--- src/rtl/fp_pkg.sv ---
// Shared types and helpers for the floating-point datapath: operand classes,
// exception flag bit positions, divider FSM states and constant generators.
package fp_pkg;

  // Operand classes. Subnormals are folded into ZERO (denormals-are-zero).
  typedef enum logic [2:0] {
    ZERO   = 3'd0,
    NORMAL = 3'd1,
    INF    = 3'd2,
    QNAN   = 3'd3,
    SNAN   = 3'd4
  } fp_class_e;

  // Bit positions inside the 5-bit flag vector {invalid, dz, of, uf, nx}.
  localparam int FLAG_INVALID   = 4;
  localparam int FLAG_DIV_ZERO  = 3;
  localparam int FLAG_OVERFLOW  = 2;
  localparam int FLAG_UNDERFLOW = 1;
  localparam int FLAG_INEXACT   = 0;

  // Divider sequencing states.
  typedef enum logic [1:0] {
    IDLE = 2'd0,
    DIV  = 2'd1,
    NORM = 2'd2,
    DONE = 2'd3
  } fdiv_state_e;

  // Exponent bias for an EXP_W-bit exponent field.
  function automatic int bias(input int exp_w);
    return (1 << (exp_w - 1)) - 1;
  endfunction

  // Canonical quiet NaN (sign 0, exponent all ones, mantissa MSB only),
  // returned in a wide vector; callers truncate to their operand width.
  function automatic logic [127:0] qnan(input int exp_w, input int man_w);
    logic [127:0] v;
    v = '0;
    for (int i = 0; i < exp_w; i++) begin
      v[man_w + i] = 1'b1;
    end
    v[man_w - 1] = 1'b1;
    return v;
  endfunction

endpackage

--- src/rtl/fp_classify.sv ---
// Classifies the magnitude part (exponent + mantissa) of an IEEE-754 operand.
// Subnormal encodings report ZERO so the divider treats them as signed zero.
module fp_classify
  import fp_pkg::*;
#(
  parameter int EXP_W = 8,
  parameter int MAN_W = 23
) (
  input  logic [EXP_W+MAN_W-1:0] mag,
  output fp_class_e              cls
);

  logic [EXP_W-1:0] exp_f;
  logic [MAN_W-1:0] man_f;

  assign exp_f = mag[EXP_W+MAN_W-1:MAN_W];
  assign man_f = mag[MAN_W-1:0];

  // Decode exponent/mantissa patterns into an operand class.
  always_comb begin
    cls = NORMAL;
    if (exp_f == '0) begin
      cls = ZERO;
    end else if (&exp_f) begin
      if (man_f == '0) begin
        cls = INF;
      end else if (man_f[MAN_W-1]) begin
        cls = QNAN;
      end else begin
        cls = SNAN;
      end
    end
  end

endmodule

--- src/rtl/fdiv_seq.sv ---
// Multi-cycle IEEE-754 divider: radix-2 restoring mantissa division producing
// one quotient bit per cycle, round-to-nearest-even, DAZ/FTZ, full special
// case handling and a {nv, dz, of, uf, nx} flag vector. One operation in
// flight, valid/ready on both sides.
module fdiv_seq
  import fp_pkg::*;
#(
  parameter int EXP_W = 8,
  parameter int MAN_W = 23,
  // Derived operand width; leave at its default.
  parameter int N     = EXP_W + MAN_W + 1
) (
  input  logic         clk,
  input  logic         rst,
  input  logic         in_valid,
  output logic         in_ready,
  input  logic [N-1:0] a,
  input  logic [N-1:0] b,
  output logic         out_valid,
  input  logic         out_ready,
  output logic [N-1:0] q,
  output logic [4:0]   flags
);

  localparam int CNT_W = $clog2(MAN_W + 3);
  localparam logic [CNT_W-1:0]       CNT_LAST = CNT_W'(MAN_W + 2);
  localparam logic signed [EXP_W+1:0] BIAS_X  = (EXP_W + 2)'(bias(EXP_W));
  localparam logic signed [EXP_W+1:0] EMAX    = (EXP_W + 2)'((1 << EXP_W) - 1);
  localparam logic signed [EXP_W+1:0] EXP_ONE = (EXP_W + 2)'(1);
  localparam logic [N-1:0]            QNAN_V  = N'(qnan(EXP_W, MAN_W));

  fdiv_state_e state_reg;

  // Datapath registers
  logic                      sign_reg;
  logic signed [EXP_W+1:0]   exp_reg;
  logic [MAN_W:0]            div_reg;   // divisor with hidden bit
  logic [MAN_W+1:0]          rem_reg;   // partial remainder, always < 2*divisor
  logic [MAN_W+2:0]          quo_reg;   // quotient bits, MSB has weight 1
  logic [CNT_W-1:0]          cnt_reg;   // number of quotient bits produced
  logic [N-1:0]              q_reg;
  logic [4:0]                flags_reg;

  // Operand fields
  fp_class_e        a_cls, b_cls;
  logic [EXP_W-1:0] a_exp, b_exp;
  logic [MAN_W:0]   a_man, b_man;
  logic             sign_in;

  assign a_exp   = a[N-2:MAN_W];
  assign b_exp   = b[N-2:MAN_W];
  assign a_man   = {1'b1, a[MAN_W-1:0]};
  assign b_man   = {1'b1, b[MAN_W-1:0]};
  assign sign_in = a[N-1] ^ b[N-1];

  fp_classify #(.EXP_W(EXP_W), .MAN_W(MAN_W)) u_cls_a (
    .mag (a[N-2:0]),
    .cls (a_cls)
  );

  fp_classify #(.EXP_W(EXP_W), .MAN_W(MAN_W)) u_cls_b (
    .mag (b[N-2:0]),
    .cls (b_cls)
  );

  assign in_ready  = (state_reg == IDLE);
  assign out_valid = (state_reg == DONE);
  assign q         = q_reg;
  assign flags     = flags_reg;

  // Special-case resolution, evaluated on the incoming operands.
  logic         is_special;
  logic [N-1:0] spec_q;
  logic [4:0]   spec_flags;
  logic [N-1:0] inf_v, zero_v;

  assign inf_v  = {sign_in, {EXP_W{1'b1}}, {MAN_W{1'b0}}};
  assign zero_v = {sign_in, {(N-1){1'b0}}};

  // Priority: NaN, 0/0 or inf/inf, inf/x, x/0, 0/x or x/inf.
  always_comb begin
    is_special = 1'b1;
    spec_q     = '0;
    spec_flags = '0;
    if (a_cls == QNAN || a_cls == SNAN || b_cls == QNAN || b_cls == SNAN) begin
      spec_q                   = QNAN_V;
      spec_flags[FLAG_INVALID] = (a_cls == SNAN) || (b_cls == SNAN);
    end else if ((a_cls == ZERO && b_cls == ZERO) || (a_cls == INF && b_cls == INF)) begin
      spec_q                   = QNAN_V;
      spec_flags[FLAG_INVALID] = 1'b1;
    end else if (a_cls == INF) begin
      spec_q = inf_v;
    end else if (b_cls == ZERO) begin
      spec_q                    = inf_v;
      spec_flags[FLAG_DIV_ZERO] = 1'b1;
    end else if (a_cls == ZERO || b_cls == INF) begin
      spec_q = zero_v;
    end else begin
      is_special = 1'b0;
    end
  end

  // One restoring step. The first step runs on the accept edge straight from
  // the operands, the rest from the registered remainder.
  logic [MAN_W+1:0] rem_src;
  logic [MAN_W:0]   div_src;
  logic [MAN_W+2:0] trial;
  logic [MAN_W+1:0] rem_sel;
  logic [MAN_W+1:0] rem_next;
  logic             qbit;

  always_comb begin
    rem_src  = (state_reg == IDLE) ? {1'b0, a_man} : rem_reg;
    div_src  = (state_reg == IDLE) ? b_man : div_reg;
    trial    = {1'b0, rem_src} - {2'b00, div_src};
    qbit     = ~trial[MAN_W+2];
    rem_sel  = qbit ? trial[MAN_W+1:0] : rem_src;
    rem_next = rem_sel << 1;
  end

  // Normalise, round to nearest even, then range-check the exponent.
  logic                    msb;
  logic [MAN_W:0]          mant;
  logic                    guard, sticky, round_up;
  logic [MAN_W+1:0]        mant_rnd;
  logic signed [EXP_W+1:0] e_norm, e_rnd;
  logic [MAN_W-1:0]        frac;
  logic [N-1:0]            norm_q;
  logic [4:0]              norm_flags;

  always_comb begin
    msb = quo_reg[MAN_W+2];
    if (msb) begin
      mant   = quo_reg[MAN_W+2:2];
      guard  = quo_reg[1];
      sticky = quo_reg[0] | (|rem_reg);
      e_norm = exp_reg;
    end else begin
      mant   = quo_reg[MAN_W+1:1];
      guard  = quo_reg[0];
      sticky = |rem_reg;
      e_norm = exp_reg - EXP_ONE;
    end
    round_up = guard & (sticky | mant[0]);
    mant_rnd = {1'b0, mant} + {{(MAN_W+1){1'b0}}, round_up};
    if (mant_rnd[MAN_W+1]) begin
      frac  = mant_rnd[MAN_W:1];
      e_rnd = e_norm + EXP_ONE;
    end else begin
      frac  = mant_rnd[MAN_W-1:0];
      e_rnd = e_norm;
    end
    norm_flags               = '0;
    norm_flags[FLAG_INEXACT] = guard | sticky;
    if (e_rnd >= EMAX) begin
      norm_q                    = {sign_reg, {EXP_W{1'b1}}, {MAN_W{1'b0}}};
      norm_flags[FLAG_OVERFLOW] = 1'b1;
      norm_flags[FLAG_INEXACT]  = 1'b1;
    end else if (e_rnd <= 0) begin
      norm_q                     = {sign_reg, {(N-1){1'b0}}};
      norm_flags[FLAG_UNDERFLOW] = 1'b1;
      norm_flags[FLAG_INEXACT]   = 1'b1;
    end else begin
      norm_q = {sign_reg, e_rnd[EXP_W-1:0], frac};
    end
  end

  // Sequencer and datapath registers.
  always_ff @(posedge clk) begin
    if (rst) begin
      state_reg <= IDLE;
      sign_reg  <= 1'b0;
      exp_reg   <= '0;
      div_reg   <= '0;
      rem_reg   <= '0;
      quo_reg   <= '0;
      cnt_reg   <= '0;
      q_reg     <= '0;
      flags_reg <= '0;
    end else begin
      case (state_reg)
        IDLE: begin
          if (in_valid) begin
            sign_reg <= sign_in;
            if (is_special) begin
              q_reg     <= spec_q;
              flags_reg <= spec_flags;
              state_reg <= DONE;
            end else begin
              exp_reg   <= {2'b00, a_exp} - {2'b00, b_exp} + BIAS_X;
              div_reg   <= b_man;
              rem_reg   <= rem_next;
              quo_reg   <= {{(MAN_W+2){1'b0}}, qbit};
              cnt_reg   <= CNT_W'(1);
              state_reg <= DIV;
            end
          end
        end
        DIV: begin
          rem_reg <= rem_next;
          quo_reg <= {quo_reg[MAN_W+1:0], qbit};
          cnt_reg <= cnt_reg + CNT_W'(1);
          if (cnt_reg == CNT_LAST) begin
            state_reg <= NORM;
          end
        end
        NORM: begin
          q_reg     <= norm_q;
          flags_reg <= norm_flags;
          state_reg <= DONE;
        end
        DONE: begin
          if (out_ready) begin
            state_reg <= IDLE;
          end
        end
        default: state_reg <= IDLE;
      endcase
    end
  end

endmodule

--- config.mk ---
export PLATFORM = sky130hd
export DESIGN_NAME = fdiv_seq
export DESIGN_NICKNAME = d
export VERILOG_FILES = /design/src/rtl/fp_pkg.sv /design/src/rtl/fp_classify.sv /design/src/rtl/fdiv_seq.sv
export SDC_FILE = /design/constraint.sdc
export NUM_CORES = 1
export LEC_CHECK = 0
export CAP_MARGIN = 40
export CORE_UTILIZATION = 50
export DETAILED_ROUTE_END_ITERATION = 7
export GPL_TIMING_DRIVEN = 0
export PLACE_DENSITY = 0.73
export RECOVER_POWER = 50
export SKIP_LAST_GASP = 1
export SLEW_MARGIN = 20
export SYNTH_ARGS = -nofsm -noshare
export SYNTH_HDL_FRONTEND = slang
export SYNTH_SLANG_ARGS = --single-unit
--- constraint.sdc ---
create_clock -name clk -period 7.3 [get_ports clk]
set_clock_uncertainty 0.05 [all_clocks]
set_input_delay 1.46 -clock clk [delete_from_list [all_inputs] [get_ports clk]]
set_output_delay 1.46 -clock clk [all_outputs]
set_load 0.02 [all_outputs]
# == Word level (Yosys, flattened, before mapping) ==
# Cells that the tools add are included.
# op_classes
add_sub_neg,7
n_bitwise,7
magnitude_cmp,2
n_mux,59
n_reduce_logical,25
n_eq_ne,15
# op_table
operator,n
32-bit 2-to-1 mux,7
25-bit 2-to-1 mux,3
24-bit 2-to-1 mux,3
32-bit case mux with 2 select lines,1
31-bit 2-to-1 mux,2
26-bit 2-to-1 mux,2
26-bit case mux with 2 select lines,1
25-bit case mux with 2 select lines,1
23-bit logical NOT,2
25-bit by 24-bit subtractor with 26-bit output,1
24-bit by 1-bit adder with 25-bit output,1
25-bit OR reduction,1
3-bit 2-to-1 mux,8
23-bit 2-to-1 mux,1
10-bit 2-to-1 mux,2
5-bit 2-to-1 mux,4
5-bit case mux with 2 select lines,2
8-bit logical NOT,2
1-bit 2-to-1 mux,16
8-bit AND reduction,2
"3-bit by 2-bit equality test with 1-bit output, second input constant",4
3-bit AND reduction,4
"10-bit by 2-bit adder with 10-bit output, second input constant",1
"9-bit by 8-bit adder with 10-bit output, second input constant",1
23 further kinds,43
# word_totals
output_inout_bits,39
wordCells,124
reg_bits,130

# == Longest topological paths before layout ==
# Gate-level depths: netlist (run 1).
# depth
depth_word,14
mapped_depth,19
ltp_nobuf,14

# == Modules after synthesis ==
# Synthesis (run 1) repeated with hierarchy kept, for this count alone.
# hier_totals
cells_unflattened,1273
hier_area_um2,9884.5
# modules_own_cells
module,cells_per_inst,area_each_um2,instances
fdiv_seq,1237,9539.1,1
fp_classify,18,172.7,2

# == Worst setup path before layout (run 1) ==
# OpenSTA, ideal clock, no wires.
# synth_path
path_type,flip-flop to flip-flop
start,reg state_reg[0]
end,reg rem_reg[13]
setup_ns,0.137
n_path_buf,6
path_stages_with_launch,20
synth_period_minus_slack_ns,5.587
slack_ns,1.713
arrival_time_ns,5.399
cell_sequence,dfxtp_1 -> inv_1 -> ha_1 -> buf_1 -> buf_1 -> clkbuf_1 -> clkbuf_1 -> mux2i_1 -> ha_1 -> a21oi_1 -> o21ai_0 -> or3_1 -> o311ai_0 -> nand4b_1 -> a211oi_1 -> o21a_1 -> clkbuf_1 -> buf_1 -> mux2i_1 -> a211oi_1
# synth_between
elab_chain_cells,7
elab_cells_between_ends,13
# synth_lines
item,line_no,rtl
"start, declared",fdiv_seq.sv:32,fdiv_state_e state_reg;
"start signal, assigned",fdiv_seq.sv:171,state_reg <= IDLE;
"start signal, assigned",fdiv_seq.sv:188,state_reg <= DONE;
"start signal, assigned",fdiv_seq.sv:195,state_reg <= DIV;
2-bit logical NOT (*),--,
net in_ready,fdiv_seq.sv:16,"output logic in_ready,"
25-bit 2-to-1 mux or 24-bit 2-to-1 mux (tied branches),"fdiv_seq.sv:113, fdiv_seq.sv:114",
25-bit by 24-bit subtractor with 26-bit output,fdiv_seq.sv:115,"trial = {1'b0, rem_src} - {2'b00, div_src};"
24-bit 2-to-1 mux,fdiv_seq.sv:117,rem_sel = qbit ? trial[MAN_W+1:0] : rem_src;
25-bit 2-to-1 mux,fdiv_seq.sv:185,if (is_special) begin
25-bit 2-to-1 mux,fdiv_seq.sv:183,if (in_valid) begin
25-bit case mux with 2 select lines,fdiv_seq.sv:181,case (state_reg)
"end signal, assigned",fdiv_seq.sv:192,rem_reg <= rem_next;
"end signal, assigned",fdiv_seq.sv:200,rem_reg <= rem_next;
"end, declared",fdiv_seq.sv:38,logic [MAN_W+1:0] rem_reg;
# The timed path passes the listed nets; every way through them passes the cells marked *. The select of a mux whose other input is x is not followed.
# A chain may end at the register's enable or synchronous reset.

# == Worst setup path in the final report (run 1) ==
# layout_path
start,reg state_reg[1]
end,reg rem_reg[13]
# layout_between
elab_chain_cells,7
elab_cells_between_ends,13
# layout_lines
item,line_no
2-bit logical NOT,"fdiv_seq.sv:113, fdiv_seq.sv:114, fdiv_seq.sv:181"
25-bit 2-to-1 mux or 24-bit 2-to-1 mux (tied branches),"fdiv_seq.sv:113, fdiv_seq.sv:114"
25-bit by 24-bit subtractor with 26-bit output,fdiv_seq.sv:115
24-bit 2-to-1 mux,fdiv_seq.sv:117
25-bit 2-to-1 mux,fdiv_seq.sv:185
25-bit 2-to-1 mux,fdiv_seq.sv:183
25-bit case mux with 2 select lines,fdiv_seq.sv:181
# Several ways; a longest one is shown, not always the timed one. The select of a mux whose other input is x is not followed.

==> run summary, run 1 <==
The flow ran to the end, and the final reports show no timing, DRC or antenna violations. In this run the vertical extent of the chip is 137 um. The count of clock tree sinks was 129. The area growth from synthesis to final layout is 21.5%. The setup path with the least slack is of type register to register. The tools report the clock buffer count from CTS as 17. For the final routed database, the setup TNS stands at 0 ns. A synthesized cell averages 7.73 um2. The worst hold path belongs to the class register to register. The maximum fanout encountered on the critical timing path was 10. The final layout contains routed wiring with a total length of 26.9 mm. Setup repair after global routing left no endpoint under its margin.

STA classifies the critical path endpoint as a register. In the routed layout, each cell is associated on average with a via count of 6.02. The tools report the number of antenna violations at the first check in global routing as 0. Once routing completed, OpenROAD measured the worst setup slack at 0.537 ns. The run gives 50.9% as the starting density of the core. The detail route stage leaves a number of antenna-violating nets equal to 0.

The leakage power was 4.25 nW. The number of gates resized after CTS was 0. The predominant post-synthesis flop cell is dfxtp_1.

The run gives 6 as the number of optimization iterations in the first detailed-route pass. For the headroom to the max-slew limit, the log shows 41.6%. Ranked by total cell area, the synthesized netlist is headed by dfxtp_1 28%, a21oi_1 6.2%, mux2i_1 5.8%. The library cells used most frequently in the layout, excluding fill and tap cells, are 137 x nand2_1, 129 x dfxtp_1, 113 x a21oi_1, 100 x nor2_1, 64 x clkdlybuf4s50_1. The first global-routing pass estimated 43.4 mm of wire. For the combined area of all synthesized cells, the log shows 0.00914 mm2. At the worst endpoint, the required time is 7.53 ns. The die covers 0.0188 mm2. Leaving out fill and tap cells, the most frequent cell in the layout is nand2_1. Power spread over the standard cell area amounts to 403 mW/mm2. The routed layout has 9,331 vias.

Clock edge transition at the registers on the reported setup and hold paths: 0.06 ns. The floorplan step defined a core boundary enclosing 0.0180 mm2. Data arrives at the worst endpoint at 6.99 ns.

The share of total power dissipated in combinational logic is 60.2%. The maximum clock insertion buffer count was 2. The kind of start point of the critical path was a register. Global routing finished with a remaining overflow of 0. For the via count of the first global-routing pass, the log shows 8,613. The number of non-filler instances in the completed layout was 1,551; the number of I/O port buffers was 106. After Yosys synthesis, and, or, nand and nor cells account for 23.7% of the synthesized area.

The run gives 29.6% as the all-layer global routing usage. For this design the top-level I/O count stands at 107. The worst-case IR drop observed on VDD is 0.252 mV. The layout net count was 1,421; the total number of placement rows was 49. Clock latency on the worst-skew pair, taken at its later pin, is 0.43 ns.

In this run, synthesis produced a sequential element count of 129. The internal power was 2.46 mW. Detailed placement ended at an HPWL of 20.9 mm.

The chip width works out to 137 um. Yosys mapped the design onto 74 distinct sky130hd cell types. After synthesis, the largest family of logic cells by area is simple AND/OR/NAND/NOR gates.

The sequential share of power came out at 20.2%. The worst register-to-register path has a setup slack of 0.54 ns. The worst path in the final design needs a cycle of 6.76 ns, including I/O delays and setup. Yosys printed 0 warnings. The fraction of synthesized area in multiplexers works out to 9.25%. The total net switching power was 2.02 mW. The run gives 0 as the final number of max-transition violations. Setup violations remaining at the end of the flow were counted as 0.

Post-CTS timing repair inserted 0 buffers for setup. For the cts-stage hold buffer count, the log shows 0. For the pin count of the biggest net entering global routing, the log shows 17.

TritonCTS built the clock tree. The slew at the pin closest to its max-slew limit is 0.876 ns. The remaining design rule violation count was 0.

Counting every instance in the synthesized netlist gives 1,182. The root buffer cell chosen for the clock tree is clkbuf_16. The number of DRC markers after the initial detailed-route iteration was 762; the share of total power consumed by net switching was 45.0%.

The net count after synthesis is 1,294. Upper clock frequency limit: 148 MHz. The number of placed instances, taps included was 1,518; the per-cell routed wire length was 17.4 um. The number of max-cap violations was 0. The proportion of netlist area held by the largest area contributor is 28.3%, and the worst setup timing slack at the placement stage is 0.132 ns. Most area-hungry cell type in the Yosys netlist: dfxtp_1.

The number of enable flip-flop cells after synthesis was 0. The share of total power dissipated in the clock network is 19.6%. In the final layout, the share of cells above drive strength 1 is 6.51%. The congestion estimate from routability-driven global placement came to 0.935.

Compound-gate portion of the synthesized area: 22.1%. The tools report the antenna diode instance count as 0. Of the total synthesized cell area, the portion taken by full adders, half adders and majority gates is 6.19%. For the post-synthesis sequential area ratio, the log shows 28.3%. The parity-gate share of the synthesized area counting xor and xnor cells was 5.17%.

The fraction of registers with async set/reset is 0%, and the flip-flop count of the largest register, all copies and words added is 32. The run gives 4 as the deepest level of the CTS H-tree. The tools report the total count of hold-check failures in the final report as 0.

In the finished design, the share of the clock period the worst path needs comes to 92.6%.
==> kinds of logic after synthesis <==
| kind of cell | after synthesis |
|---|---|
| muxes | 81 |
| and+or+nand+nor | 438 |
| buffers and inverters | 122 |
| xor gates and xnor gates | 54 |
| DFF | 129 |
| adders and majority gates | 44 |
| AOI/OAI and AO/OA | 314 |
==> synth_stat cells (all sizes together), types with 40 or more instances <==
library cell / count
a21oi: 113
nor2: 101
nand2: 137
xnor2: 40
o21ai: 46
nand3: 48
a211oi: 40
dfxtp: 129
clkbuf: 59
mux2i: 53
ha: 42
inv: 42
==> power groups by stage <==
| stage | Clock, mW | Sequential [mW] | Combinational (mW) |
|---|---|---|---|
| CTS | 0.879 | 0.903 | 2.67 |
| detailed placement | 0 | 0.918 | 2.65 |
| floorplan | 0 | 0.900 | 2.05 |
| finish | 0.877 | 0.906 | 2.69 |
| global placement | 0 | 0.916 | 2.62 |
| global route | 0.908 | 0.918 | 2.98 |
==> metal layers <==
layer,track usage (%),up-vias,part of all wire (%)
li1,-,4575,-
met1,37.7,4367,44
met2,49.2,339,46
met3,5.70,50,7.3
met4,11.6,0,2.7
met5,0,-,0
==> worst max-delay path, cell delays in order, from the launching register on <==
cell and delay [ns]:
dfxtp_1 0.33, inv_1 0.10, ha_1 0.32, buf_1 0.44, buf_1 0.50, clkbuf_2 0.40
clkbuf_1 0.19, buf_6 0.20, mux2i_1 0.21, ha_1 0.32, a21oi_1 0.16, o21ai_0 0.10
or3_1 0.40, o311ai_0 0.72, nand4b_1 0.28, a211oi_1 0.35, o21a_1 0.15, clkbuf_1 0.50
buf_1 0.54, mux2i_1 0.28, a211oi_1 0.09
==> path summary, 6_finish.rpt <==
path                      from          end  cells past startpoint
hold / removal            q[4]         q[4]                      2
hold reg to reg           q[4]         q[4]                      2
setup reg to reg  state_reg[1]  rem_reg[13]                     20
setup / recovery  state_reg[1]  rem_reg[13]                     20
==> final cells by class <==
cell class	count	area [um2]
fill	1701	6850
multi-input combinational	931	6080
sequential	129	2580
timing repair buffer	108	1080
clock buffer	17	425
buffer	80	332
tap	229	287
clock inverter	15	173
inverter	42	158
==> through the flow <==
| step | utilization [%] | hold slack [ns] | area [um2] | total power [mW] |
|---|---|---|---|---|
| after floorplan | - | 0.384 | 9140 | 2.95 |
| after global placement | 58.4 | 0.385 | 10500 | 3.53 |
| after detailed placement | 58.4 | 0.392 | 10500 | 3.57 |
| after CTS | 61.8 | 0.403 | 11100 | 4.45 |
| after global routing | 61.8 | 0.418 | 11100 | 4.81 |
| final | 61.8 | 0.392 | 11100 | 4.48 |
Power figures use the tool's default switching activity.
==> run 2: changes to the inputs <==
--- a/config.mk
+++ b/config.mk
@@ -9,7 +9,7 @@
 export CORE_UTILIZATION = 50
 export DETAILED_ROUTE_END_ITERATION = 7
 export GPL_TIMING_DRIVEN = 0
-export PLACE_DENSITY = 0.73
+export PLACE_DENSITY = 0.75
 export RECOVER_POWER = 50
 export SKIP_LAST_GASP = 1
 export SLEW_MARGIN = 20
==> constraint.sdc (replaced) <==
create_clock -name clk -period 6 [get_ports clk]
set_clock_uncertainty 0.05 [all_clocks]
set_input_delay 1.2 -clock clk [delete_from_list [all_inputs] [get_ports clk]]
set_output_delay 1.2 -clock clk [all_outputs]
set_load 0.02 [all_outputs]
==> run 2 against run 1 <==
  * The run now ends with DRC left
  * Wire length is 0.53% higher
  * Utilization is 0.42 points higher
  * Clock power is 35% higher
  * Largest cell class unchanged
  * Cell count is 0.13% lower
  * Die area stayed put
==> run summary, run 2 (synthesis results as in run 1) <==
Row generation in the floorplan step produced 49 rows. The worst hold path belongs to the class register to register. The logs give 9,372 for the total number of vias and 19.7% for the sequential share of power.

STA puts the critical path data arrival time at 5.95 ns. Entering global routing, the biggest net connects 17 pins. The first detailed-routing pass took 8 iterations.

Based on the critical path, the design can be clocked at up to 175 MHz. The cell occurring most often along the worst timing path is buf_2. Relative to the synthesized area, the layout overhead comes to 22.4%. The total count of hold-check failures in the final report is 0. The count of nets left with antenna violations once routing finished came out at 0. Counting every sink on the clock net gives 129. For the half-perimeter wire length after placement, the log shows 20.8 mm.

The run gives 0.0188 mm2 as the floorplan die area. For the worst IR drop on VDD, the log shows 0.347 mV. The tools report the leakage power as 4.31 nW. In this run the tightest slew margin relative to its limit is 48.0%. Power spread over the standard cell area amounts to 500 mW/mm2. The worst path uses 95.2% of the clock period. Setup repair after global routing left no endpoint under its margin.

TritonCTS built the clock tree. The top-level port count came out at 107. The number of antenna violations at the first check in global routing is 0, and the clock edge transition at the registers on the reported setup and hold paths is 0.06 ns. After filler insertion, the fill cell instance count of the layout stands at 1,590.

The clock tree root driver cell was clkbuf_16. Using the TritonRoute via totals, the vias-per-cell ratio works out to 6.05. The per-cell routed wire length came out at 17.5 um.

The run gives 62.3% as the core utilization of the finished layout. The logs give 0 for the number of setup violations in the final report and 0 for the number of max-cap violations. In the final layout, the share of cells above drive strength 1 is 7.05%. Routability congestion estimate: 0.952. The launch instance of the worst min-delay path was q[14]. The run gives 6.23 ns as the required time of the worst setup path.

The startpoint identified for the worst register-to-register timing path is state_reg[0]. At the pin with the least slew margin, the transition time is 0.773 ns. For this run, the total global-route usage over all layers was measured as 29.9%.

In this run the worst path has a maximum fanout of 10. From left edge to right edge, the die measures 137 um. In this run switching power makes up 44.0% of total power. The clock period could shrink to 5.71 ns. Setup total negative slack on the finished layout was measured at 0 ns.

At the later pin of the worst-skew pair, clock insertion delay measures 0.43 ns. The run finished, with violations left. For this run, design rule violations remaining after detail routing come to 2.

The share of total power dissipated in combinational logic is 59.3%. Traced cell by cell, the critical path runs through inv_1 -> ha_1 -> clkbuf_2 -> buf_2 -> clkbuf_2 -> buf_2 -> mux2i_1 -> ha_1 -> a21oi_1 -> o21ai_0 -> or3_1 -> o311ai_2 -> nand4b_1 -> a211oi_1 -> o21a_2 -> buf_2 -> mux2i_1 -> a211oi_1. The first routing iteration left 856 violations. The total net switching power was 2.46 mW. The cell family contributing the most delay on the critical path is buffers and inverters.

After global routing the overflow that remains totals 0. The core footprint is 0.0180 mm2. The logs give 27.1 mm for the total wirelength of the detailed-routed design and 1,419 for the layout net count. The critical path is of the register to register type. The maximum clock insertion buffer count was 2.

Worst path buffer plus inverter count: 6. The final reports fail on DRC. Tracing the worst setup path back leads to its startpoint at state_reg[0]. Registers take 0.00258 mm2. Critical path's slowest cell: buf_2. In the layout the commonest cells are 137 x nand2_1, 129 x dfxtp_1, 113 x a21oi_1, 100 x nor2_1, 65 x clkdlybuf4s50_1. The run gives 0 as the cts-stage hold buffer count. The final number of max-transition violations came out at 0. The internal power is 3.13 mW. The register with the most flip-flops in the layout has 32 of them. The multi-input combinational cells in the finished layout cover a total of 0.00609 mm2. The via count of the first global-routing pass is 8,693. The global-route wire length before repair came out at 43.7 mm. On the worst path, the slowest cell contributes a delay of 0.42 ns. Buffers placed on the I/O ports in this run total 106. In this run, CTS created clock tree buffers numbering 17. STA classifies the critical path startpoint as a register. The floorplan die height works out to 137 um. STA classifies the critical path endpoint as a register. Antenna diode instance count: 0. For this configuration, the core starts out at a cell density of 50.9%. The library cell used most frequently in the layout, excluding fill and tap cells, is nand2_1.

In this run, the clock network consumes 21.1% of the power. The clock tree synthesis step divided the H-tree into 4 levels.
==> run 2: area by class of cell <==
class | instances | area share [%]
well taps | 229 | 2.56
multi-input cells | 931 | 54.5
clock inverters | 12 | 1.83
clock buffers | 20 | 4.08
flip-flops and latches | 129 | 23.1
inverters | 42 | 1.41
plain buffers | 77 | 2.93
repair buffers | 109 | 9.60
==> run 2: through the flow <==
step / area, um2 / cells / total power, mW / setup WS, ns / hold slack, ns
CTS: 11200 / 1549 / 5.53 / 0.00978 / 0.404
global placement: 10500 / 1517 / 4.28 / -1.15 / 0.386
floorplan: 9140 / 1182 / 3.59 / 0.413 / 0.384
detailed placement: 10500 / 1518 / 4.33 / -1.31 / 0.395
finish: 11200 / 1549 / 5.59 / 0.285 / 0.395
global route: 11200 / 1549 / 5.96 / 0.0332 / 0.417
==> run 2: path summary, 6_finish.rpt <==
kind,to,slack (ns),cells after the start
setup / recovery,rem_reg[22],0.29,18
hold reg to reg,q[14],0.39,2
hold / removal,q[14],0.39,2
setup reg to reg,rem_reg[22],0.29,18
==> run 2: per-layer routing <==
| layer | routed length (um) | GRT usage [%] | up-vias |
|---|---|---|---|
| met2 | 12700 | 49.5 | 392 |
| met4 | 794 | 12.2 | 0 |
| li1 | - | - | 4555 |
| met5 | 0 | 0 | - |
| met3 | 1720 | 5.52 | 64 |
| met1 | 11800 | 38.1 | 4361 |
==> run 2: worst register-to-register path, delay by kind of cell (launching register included) <==
family	cells	cell delay, ns
and+or+nand+nor	2	0.66
buffers and inverters	6	1.89
muxes	2	0.56
AOI/OAI and AO/OA	6	1.42
DFF	1	0.35
adders and majority gates	2	0.64
==> run 2: power groups by stage <==
| stage | combinational [mW] | clock (mW) | sequential (mW) |
|---|---|---|---|
| 2_1_floorplan | 2.50 | 0 | 1.10 |
| 3_3_place_gp | 3.17 | 0 | 1.11 |
| 3_5_place_dp | 3.22 | 0 | 1.11 |
| 4_1_cts | 3.26 | 1.18 | 1.10 |
| 5_1_grt | 3.62 | 1.22 | 1.12 |
| 6_report | 3.31 | 1.18 | 1.10 |
==> run 2: what timing repair did <==
item | 4_1_cts | 5_1_grt
endpoints found under the setup margin | 56 | 52
gates resized for setup | 10 | 3
setup buffers | 0 | 0
